`src/rtl/cpu_seq_ctrl_pkg.sv`:
```
// Shared definitions for the multi-cycle RV32I sequencer.
// Holds the common enable/disable levels, the sequencer state encodings and
// the PC source select codes used by cpu_seq_ctrl and its helpers.
package cpu_seq_ctrl_pkg;

  localparam logic ENABLE  = 1'b1;
  localparam logic DISABLE = 1'b0;

  localparam int unsigned SEQ_STATE_W = 3;

  // Codes 6 and 7 are unused and recover to SEQ_FETCH.
  typedef enum logic [SEQ_STATE_W-1:0] {
    SEQ_FETCH  = 3'd0,
    SEQ_DECODE = 3'd1,
    SEQ_EXEC   = 3'd2,
    SEQ_MEM    = 3'd3,
    SEQ_WB     = 3'd4,
    SEQ_HALT   = 3'd5
  } seq_state_e;

  localparam logic PC_SEL_SEQ = 1'b0;  // PC + 4
  localparam logic PC_SEL_TGT = 1'b1;  // ALU branch/jump target

endpackage

```
`src/rtl/cpu_seq_ctrl_seq_timeout.sv`:
```
// Bus wait watchdog for the sequencer.
// Counts consecutive cycles spent waiting for an acknowledge and flags expiry
// on the cycle the count has reached TIMEOUT-1 with still no acknowledge.
// TIMEOUT = 0 disables expiry entirely.
// Ports:
//   clk     - core clock
//   rst     - synchronous active-high reset
//   waiting - sequencer is in a state that waits for an acknowledge
//   ack     - the acknowledge relevant to the current state
//   expired - wait budget used up this cycle
module seq_timeout #(
  parameter int unsigned CNT_W   = 32,
  parameter int unsigned TIMEOUT = 0
) (
  input  logic clk,
  input  logic rst,
  input  logic waiting,
  input  logic ack,
  output logic expired
);

  localparam logic [CNT_W-1:0] LIMIT = CNT_W'(TIMEOUT - 1);

  logic [CNT_W-1:0] cnt_q, cnt_d;

  assign expired = (TIMEOUT != 0) && waiting && !ack && (cnt_q == LIMIT);

  // Leaving a wait state only happens on ack or expiry, so clearing on those
  // (and whenever not waiting) also covers every state change.
  always_comb begin
    cnt_d = cnt_q + CNT_W'(1);
    if (!waiting || ack || expired) begin
      cnt_d = '0;
    end
  end

  always_ff @(posedge clk) begin
    if (rst) begin
      cnt_q <= '0;
    end else begin
      cnt_q <= cnt_d;
    end
  end

endmodule

```
`src/rtl/cpu_seq_ctrl.sv`:
```
// Multi-cycle control FSM for the single-issue RV32I core.
// Steps each instruction through FETCH, DECODE, EXEC, (MEM), WB and parks in
// HALT on a halt instruction or a bus timeout.
// Optional feature: define CPU_SEQ_PERF_CNT_EN to add cycle_cnt/instret_cnt.
// Ports:
//   clk, rst                 - clock, synchronous active-high reset
//   imem_req / imem_ack      - instruction fetch handshake
//   ir_we                    - latch fetched word into IR
//   dec_reg_we, dec_is_load, dec_is_store, dec_is_halt - decoder flags
//   br_taken                 - branch/jump redirect from the ALU
//   pc_we, pc_sel            - PC update strobe and source select
//   dmem_req, dmem_we / dmem_ack - data memory handshake
//   rf_we                    - register-file write strobe
//   halted, bus_err          - parked, and parked because of a timeout
//   state                    - current state (debug)
//   cycle_cnt, instret_cnt   - perf counters (CPU_SEQ_PERF_CNT_EN only)
module cpu_seq_ctrl
  import cpu_seq_ctrl_pkg::*;
#(
  parameter int unsigned CNT_W   = 32,
  parameter int unsigned TIMEOUT = 0
) (
  input  logic             clk,
  input  logic             rst,
  output logic             imem_req,
  input  logic             imem_ack,
  output logic             ir_we,
  input  logic             dec_reg_we,
  input  logic             dec_is_load,
  input  logic             dec_is_store,
  input  logic             dec_is_halt,
  input  logic             br_taken,
  output logic             pc_we,
  output logic             pc_sel,
  output logic             dmem_req,
  output logic             dmem_we,
  input  logic             dmem_ack,
  output logic             rf_we,
  output logic             halted,
  output logic             bus_err,
  output logic [2:0]       state
`ifdef CPU_SEQ_PERF_CNT_EN
  ,
  output logic [CNT_W-1:0] cycle_cnt,
  output logic [CNT_W-1:0] instret_cnt
`endif
);

  seq_state_e state_q, state_d;
  logic       bus_err_q;
  logic       waiting;
  logic       wait_ack;
  logic       to_expired;

  assign waiting  = (state_q == SEQ_FETCH) || (state_q == SEQ_MEM);
  assign wait_ack = (state_q == SEQ_FETCH) ? imem_ack : dmem_ack;

  seq_timeout #(
    .CNT_W   (CNT_W),
    .TIMEOUT (TIMEOUT)
  ) u_seq_timeout (
    .clk     (clk),
    .rst     (rst),
    .waiting (waiting),
    .ack     (wait_ack),
    .expired (to_expired)
  );

  always_comb begin
    state_d = state_q;
    case (state_q)
      SEQ_FETCH: begin
        if (to_expired)    state_d = SEQ_HALT;
        else if (imem_ack) state_d = SEQ_DECODE;
      end
      SEQ_DECODE: state_d = dec_is_halt ? SEQ_HALT : SEQ_EXEC;
      SEQ_EXEC:   state_d = (dec_is_load || dec_is_store) ? SEQ_MEM : SEQ_WB;
      SEQ_MEM: begin
        if (to_expired)    state_d = SEQ_HALT;
        else if (dmem_ack) state_d = SEQ_WB;
      end
      SEQ_WB:     state_d = SEQ_FETCH;
      SEQ_HALT:   state_d = SEQ_HALT;
      default:    state_d = SEQ_FETCH;
    endcase
  end

  // Outputs decode the state register only; reset masks them immediately so
  // any outstanding request drops in the cycle rst is raised.
  always_comb begin
    imem_req = DISABLE;
    ir_we    = DISABLE;
    pc_we    = DISABLE;
    pc_sel   = PC_SEL_SEQ;
    dmem_req = DISABLE;
    dmem_we  = DISABLE;
    rf_we    = DISABLE;
    halted   = DISABLE;
    state    = '0;
    if (!rst) begin
      state = state_q;
      case (state_q)
        SEQ_FETCH: begin
          imem_req = ENABLE;
          ir_we    = imem_ack;
        end
        SEQ_MEM: begin
          dmem_req = ENABLE;
          dmem_we  = dec_is_store;
        end
        SEQ_WB: begin
          pc_we  = ENABLE;
          pc_sel = br_taken ? PC_SEL_TGT : PC_SEL_SEQ;
          rf_we  = dec_reg_we;
        end
        SEQ_HALT: halted = ENABLE;
        default: ;
      endcase
    end
  end

  always_ff @(posedge clk) begin
    if (rst) begin
      state_q   <= SEQ_FETCH;
      bus_err_q <= 1'b0;
    end else begin
      state_q <= state_d;
      if (to_expired) bus_err_q <= 1'b1;
    end
  end

  assign bus_err = bus_err_q;

`ifdef CPU_SEQ_PERF_CNT_EN
  logic [CNT_W-1:0] cycle_q, instret_q;

  always_ff @(posedge clk) begin
    if (rst) begin
      cycle_q   <= '0;
      instret_q <= '0;
    end else begin
      if (state_q != SEQ_HALT) cycle_q <= cycle_q + CNT_W'(1);
      if (state_q == SEQ_WB)   instret_q <= instret_q + CNT_W'(1);
    end
  end

  assign cycle_cnt   = cycle_q;
  assign instret_cnt = instret_q;
`endif

endmodule

```
`config.mk`:
```
export PLATFORM = sky130hd
export DESIGN_NAME = cpu_seq_ctrl
export DESIGN_NICKNAME = d
export VERILOG_FILES = /design/src/rtl/cpu_seq_ctrl_pkg.sv /design/src/rtl/cpu_seq_ctrl_seq_timeout.sv /design/src/rtl/cpu_seq_ctrl.sv
export SDC_FILE = /design/constraint.sdc
export NUM_CORES = 1
export LEC_CHECK = 0
export BUFFER_PORTS_ARGS = -buffer_cell sky130_fd_sc_hd__buf_2
export CAP_MARGIN = 40
export CELL_PAD_IN_SITES_DETAIL_PLACEMENT = 0
export CELL_PAD_IN_SITES_GLOBAL_PLACEMENT = 2
export CORE_AREA = 8 8 53 55
export DETAILED_ROUTE_END_ITERATION = 7
export DIE_AREA = 0 0 61 63
export MAX_ROUTING_LAYER = met4
export PLACE_DENSITY_LB_ADDON = 0.1
export SLEW_MARGIN = 25
export SYNTH_ARGS = -nofsm -noshare
export SYNTH_HDL_FRONTEND = slang
export SYNTH_HIERARCHICAL = 1
export SYNTH_SLANG_ARGS = --single-unit
export TNS_END_PERCENT = 5
```
`constraint.sdc`:
```
create_clock -name clk -period 1.5 [get_ports clk]
set_input_delay 0.075 -clock clk [delete_from_list [all_inputs] [get_ports clk]]
set_output_delay 0.075 -clock clk [all_outputs]
set_load 0.01 [all_outputs]
```
# After elaboration in Yosys (flattened, before gate mapping)
# Index checks and enable logic that the tools add are counted.
# totals
reg_bits	3
in_bits	9
out_inout_bits	12
wordCells	34
# classes
n_eq_ne	7
n_mux	23
n_reduce_logical	3
# op_table
op	n
$mux W1	17
$mux W3	5
$pmux W3 S5	1
$eq A3 B2 Y1 const B	2
$eq A3 B3 Y1 const B	2
$ne A2 B2 Y1 const B	2
$eq A3 B1 Y1 const B	1
$logic_not A3 Y1	1
$reduce_and A2 Y1	1
$logic_or A1 B1 Y1	1

# Logic depth before layout (Yosys ltp)
# Gate-level depths: netlist (run 1).
# logic_depth
ltp_word	3
depth_mapped	5
depth_no_buf	3

# Modules after synthesis
# Netlist (run 1), hierarchy kept.
# modules_own_cells
module	instances	cells_per_inst	area_each_um2	seq_area_each_um2
cpu_seq_ctrl	1	51	427.9	80.1
seq_timeout	1	2	11.3	0.0

# Worst setup path after synthesis (run 1)
# Ideal clock, no wire load.
# synth_timing
kind	register to output
start	reg state_q[0]
end	out ir_we
arrival_time_ps	1074
path_slack_ps	351
stages_incl_launch_ff	4
path_buffers	1
path_cell_list	dfxtp_1 > buf_2 > nor4_4 > and2_1
# synth_via
elab_chain_len	3
# synth_rtl
item	line	rtl
start: declaration	cpu_seq_ctrl.sv:49	seq_state_e state_q, state_d;
start signal: assignment	cpu_seq_ctrl.sv:127	state_q <= state_d;
$logic_not A3 Y1	cpu_seq_ctrl.sv:102	case (state_q)
$mux W1	cpu_seq_ctrl.sv:102	
$mux W1	cpu_seq_ctrl.sv:100	if (!rst) begin
end: declaration	cpu_seq_ctrl.sv:27	output logic ir_we,
# Every way passes these cells.

# Final worst setup path (run 1)
# layout_timing
start	reg state_q[0]
end	out dmem_we
# layout_via
elab_chain_len	3
# layout_rtl
item	line	rtl
$eq A3 B2 Y1	cpu_seq_ctrl.sv:102	
$mux W1	cpu_seq_ctrl.sv:102	
$mux W1	cpu_seq_ctrl.sv:100	
end: declaration	cpu_seq_ctrl.sv:36	output logic dmem_we,
# Every way passes these cells.

==> flow_summary.yaml, run 1 <==
finish:
  ff_latch_area_um2: 82.58
  drive_gt1_frac: 0.4638
  area_delta_synth_final_pct: 33.84
  final_area_um2: 549.3
  utilization: 0.2662
  layoutNonFillerInstCount: 97
  fill_cells: 253
  multi_input_area_um2: 282.8
  nets: 80
  antenna_cells: 0
worst_setup_path:
  worstSetupPathType: "flop to output port"
  path_cells: "and4bb_1 > and2_1 > buf_2"
  critPathSlowestCell: "dfxtp_1"
  cp.arrival_ps: 1350
  cp_data_required_time_ps: 1420
  start_kind: "flop"
  crit_family: "flip-flops"
  cp.buffers_inverters: 1
  crit_fanout: 11
  cp-end-kind: "output port"
  cpPeakStageDelay_ps: 560
clock_tree:
  hold_buffers: 0
  clockBufferDepth: 2
  clock-sinks: 4
  numCtsBuffers: 3
  cts_root_buf: "clkbuf_4"
  cts_max_level: 1
  cts_tree: "built"
  clk_pin_slew_ps: 40
  clk-insertion-delay-late_ps: 240
global_route:
  grt_pass1_vias: 440
  track_usage: 0.06653
  grt_overflow: 0
  grt_pass1_wl_mm: 1.945
  grt_max_degree: 13
  antenna_found_initial: 0
power_and_ir_drop:
  leakagePower_nw: 0.2589
  vdd_drop_max_mv: 0.3833
  cellPowerDensity_nw_per_um2: 987.4
placement:
  place_congestion: 0.7460
  hpwl_um: 985.2
  pre_cts_ws_ps: 218.0
  dp.cells: 94
  placed_area_um2: 524.3
  io_buffers: 20
detailed_routing:
  drc: 0
  drtIter0Drc: 4
  avgViaCountPerCell: 4.423
  wl_mm: 1.230
  first_pass_iters: 4
  vias: 429
  avgRoutedWirePerCell_um: 12.68
  ant_nets: 0
outcome:
  status: "finished, final reports clean"
floorplanning:
  boundaryPins: 21
  rows: 17
  initial_core_util: 0.1989
  design.die.area_um2: 3843
  core_area_um2: 2063
  die_height_um: 63
  die_w_um: 61
sta:
  fin_crit_ps: 1426
  whs_ps: 187.9
  finalSetupViolCount: 0
  fin_crit_sh: 0.9506
  rsz0062_at_grt: "true"
  slew_viol_final: 0
  clock_skew_ps: 1.872
  hold_violations: 0
  setup_slack_ps: 74.15
  max_freq_mhz: 701.3
min_path:
  hp-class: "input port to flop"
synth:
  synthCells: 49
  synth_area_per_cell_um2: 8.375
  netlist_area_um2: 410.4
  syn_nets: 58
  ys_warn_count: 6
run:
  max_cap_viol_count: 0
-- timing repair --
item,in CTS,in global routing
endpoints found under the setup margin,0,3
setup buffers,0,0
resized for setup,0,2
-- sequential cells by signal, indices dropped and copies added (netlist names) --
signal   count
state_q      3
bus_err      1
-- worst register-to-register path, cell delays in order, from the launching register on --
cell	delay, ps
dfxtp_1	560
and4bb_1	300
nor3b_1	200
o22a_1	160
-- through the flow --
step	total power [mW]	TNS, ps
2_1_floorplan	0.3375	0
4_1_cts	0.5466	0
3_3_place_gp	0.4076	0
3_5_place_dp	0.4037	0
5_1_grt	0.5804	-2.888
6_report	0.5423	0
-- placed cells by master (no fill, tap or decap) --
cell type and n:
or3b_1 1, buf_4 3, nor3_1 1, a211oi_2 1
nand3_1 1, nand2_1 2, a2111oi_2 1, o31ai_1 1
nand3b_1 1, a211o_1 1, nor3b_1 2, nor4b_1 2
o21ai_1 1, o311a_1 1, inv_1 1, conb_1 1
and2_1 4, nor4_4 1, buf_2 20, nor4b_2 1
o22a_1 1, nor2_1 5, and3b_1 1, a21oi_1 1
dfxtp_1 2, and4bb_1 1, a211oi_1 1, nor2b_1 4
clkbuf_4 3, dfxtp_2 2, or3_1 1
-- final timing paths --
check                                 from    endpoint  slack [ps]  cells past startpoint
worst min-delay path                   rst  state_q[1]         190                      2
worst max register to register  state_q[0]  state_q[0]         210                      3
worst max-delay path            state_q[0]     dmem_we          70                      3
worst min register to register     bus_err     bus_err         470                      2
-- metal layers --
metal	up-vias	wire (um)	share of wire	track usage
li1	218	-	-	-
met1	196	501	0.41	0.07052
met2	15	623	0.51	0.1071
met3	0	105	0.085	0.01235
met4	0	0	0	0.04373
met5	-	0	0	-
-- where the power goes --
| group | switching (mW) | internal, mW |
|---|---|---|
| sequential | 0.0569 | 0.129 |
| clock | 0.0492 | 0.0899 |
| combinational | 0.0980 | 0.120 |
-- cell type report --
| cell class | instances | area share |
|---|---|---|
| flip-flops and latches | 4 | 0.1503 |
| repair buffers | 23 | 0.2232 |
| inverters | 1 | 0.006834 |
| well taps | 28 | 0.06378 |
| clock buffers | 3 | 0.04100 |
| multi-input cells | 38 | 0.5148 |
No activity file was read; power rests on OpenSTA's default activity.
==> run 2: changes to the inputs <==
--- a/config.mk
+++ b/config.mk
@@ -6,12 +6,11 @@
 export NUM_CORES = 1
 export LEC_CHECK = 0
 export BUFFER_PORTS_ARGS = -buffer_cell sky130_fd_sc_hd__buf_2
-export CAP_MARGIN = 40
 export CELL_PAD_IN_SITES_DETAIL_PLACEMENT = 0
 export CELL_PAD_IN_SITES_GLOBAL_PLACEMENT = 2
-export CORE_AREA = 8 8 53 55
+export CORE_AREA = 2 2 45 51
 export DETAILED_ROUTE_END_ITERATION = 7
-export DIE_AREA = 0 0 61 63
+export DIE_AREA = 0 0 47 53
 export MAX_ROUTING_LAYER = met4
 export PLACE_DENSITY_LB_ADDON = 0.1
 export SLEW_MARGIN = 25
==> run 2 against run 1 <==
  * Highest routed layer is now met4
  * Clock power fell by 3%
  * Critical endpoint is now ir_we
  * Critical path depth rose by 1
  * Die area fell by 35%
  * Sequential share of layout area rose by 0.14 points
  * Clock-buffer cell count did not move
==> flow_summary.yaml, run 2 (same netlist as run 1, synthesis figures left out) <==
clock_tree:
  cts_max_level: 1
  clk-insertion-delay-late_ps: 230
  clock-sinks: 4
  cts_root_buf: "clkbuf_4"
  numCtsBuffers: 3
  clockBufferDepth: 2
  clk_pin_slew_ps: 40
  cts_tree: "built"
  post_cts_buffers: 0
  hold_buffers: 0
detailed_routing:
  vias: 422
  avgRoutedWirePerCell_um: 11.04
  avgViaCountPerCell: 4.351
  ant_nets: 0
  drc: 0
  first_pass_iters: 4
  drtIter0Drc: 9
  wl_mm: 1.071
worst_setup_path:
  cp-end-kind: "output port"
  cp.arrival_ps: 1290
  critPathSlowestCell: "dfxtp_1"
  cp_data_required_time_ps: 1420
  path_cells: "buf_4 > nor4_4 > and2_1 > buf_2"
  cpPeakStageDelay_ps: 360
  crit_fanout: 6
  worstSetupPathType: "flop to output port"
  start_kind: "flop"
placement:
  placed_area_um2: 524.3
  dp.cells: 94
  io_buffers: 20
  place_congestion: 0.6396
  hpwl_um: 835.2
  pre_cts_ws_ps: 188.0
global_route:
  grt_max_degree: 14
  grt_overflow: 0
  grt_pass1_vias: 374
  antenna_found_initial: 0
  grt_pass1_wl_mm: 1.669
  track_usage: 0.1000
power_and_ir_drop:
  leakagePower_nw: 0.2610
  vdd_drop_max_mv: 0.4996
  cellPowerDensity_nw_per_um2: 979.6
floorplanning:
  die_height_um: 53
  design.die.area_um2: 2491
  die_w_um: 47
  rows: 17
  core_area_um2: 1957
  boundaryPins: 21
  initial_core_util: 0.2097
sta:
  rsz0062_at_grt: "false"
  hold_violations: 0
  tns_ps: 0
  fin_crit_ps: 1370
  setup_slack_ps: 130.2
  whs_ps: 196.9
  fin_crit_sh: 0.9132
  finalSetupViolCount: 0
  slew_viol_final: 0
  clock_skew_ps: 4.110
  max_freq_mhz: 730.0
outcome:
  status: "finished, final reports clean"
finish:
  layoutNonFillerInstCount: 97
  area_delta_synth_final_pct: 36.59
  final_area_um2: 560.5
  drive_gt1_frac: 0.4638
  antenna_cells: 0
  layout_commonest_cell: "buf_2"
  regMostFlops: "state_q"
  largest_reg_flops: 3
  nets: 80
  final_cell_mix: "buf_2, nor2_1, nor2b_1, and2_1"
run:
  max_cap_viol_count: 0
min_path:
  hp-class: "input port to flop"
## run 2: timing repair
action / 4_1_cts / 5_1_grt
gates resized for setup: 1 / 3
pin swaps: 0 / 1
endpoints found under the setup margin: 2 / 3
## run 2: worst paths after layout
kind / from / to / slack (ps) / cells after the start
hold / removal: rst / bus_err / 200 / 2
setup / recovery: state_q[2] / ir_we / 130 / 4
hold reg to reg: bus_err / bus_err / 470 / 2
setup reg to reg: state_q[0] / state_q[1] / 260 / 3
## run 2: metal layers
metal / part of all wire / wire length (um) / global-route usage
met1: 0.49 / 527 / 0.1318
met4: 0.0084 / 9 / 0.06944
met5: 0 / 0 / -
met3: 0.053 / 57 / 0.02048
met2: 0.44 / 476 / 0.1324
## run 2: layout make-up
| class | instances | area (um^2) |
|---|---|---|
| multi-input combinational | 38 | 291.5 |
| fill | 231 | 1396 |
| tap | 28 | 35.03 |
| timing repair buffer | 23 | 122.6 |
| sequential | 4 | 85.08 |
| clock buffer | 3 | 22.52 |
| inverter | 1 | 3.754 |
## run 2: worst max-delay path, delay by kind of cell (launching register included)
kind / cells / cell delay [ps]
flops: 1 / 360
simple gates: 2 / 390
buf+inv: 2 / 310
## run 2: power by group
part           switching [mW]  total [mW]  internal, mW
clock network          0.0457       0.135        0.0896
logic                   0.107       0.235         0.128
registers              0.0496       0.179         0.129
total                   0.203       0.549         0.347
## run 2: through the flow
| stage | utilization | total power [mW] |
|---|---|---|
| floorplan | - | 0.3375 |
| global placement | 0.2679 | 0.4102 |
| detailed placement | 0.2679 | 0.4077 |
| CTS | 0.2801 | 0.5525 |
| global route | 0.2864 | 0.5953 |
| finish | 0.2864 | 0.5491 |
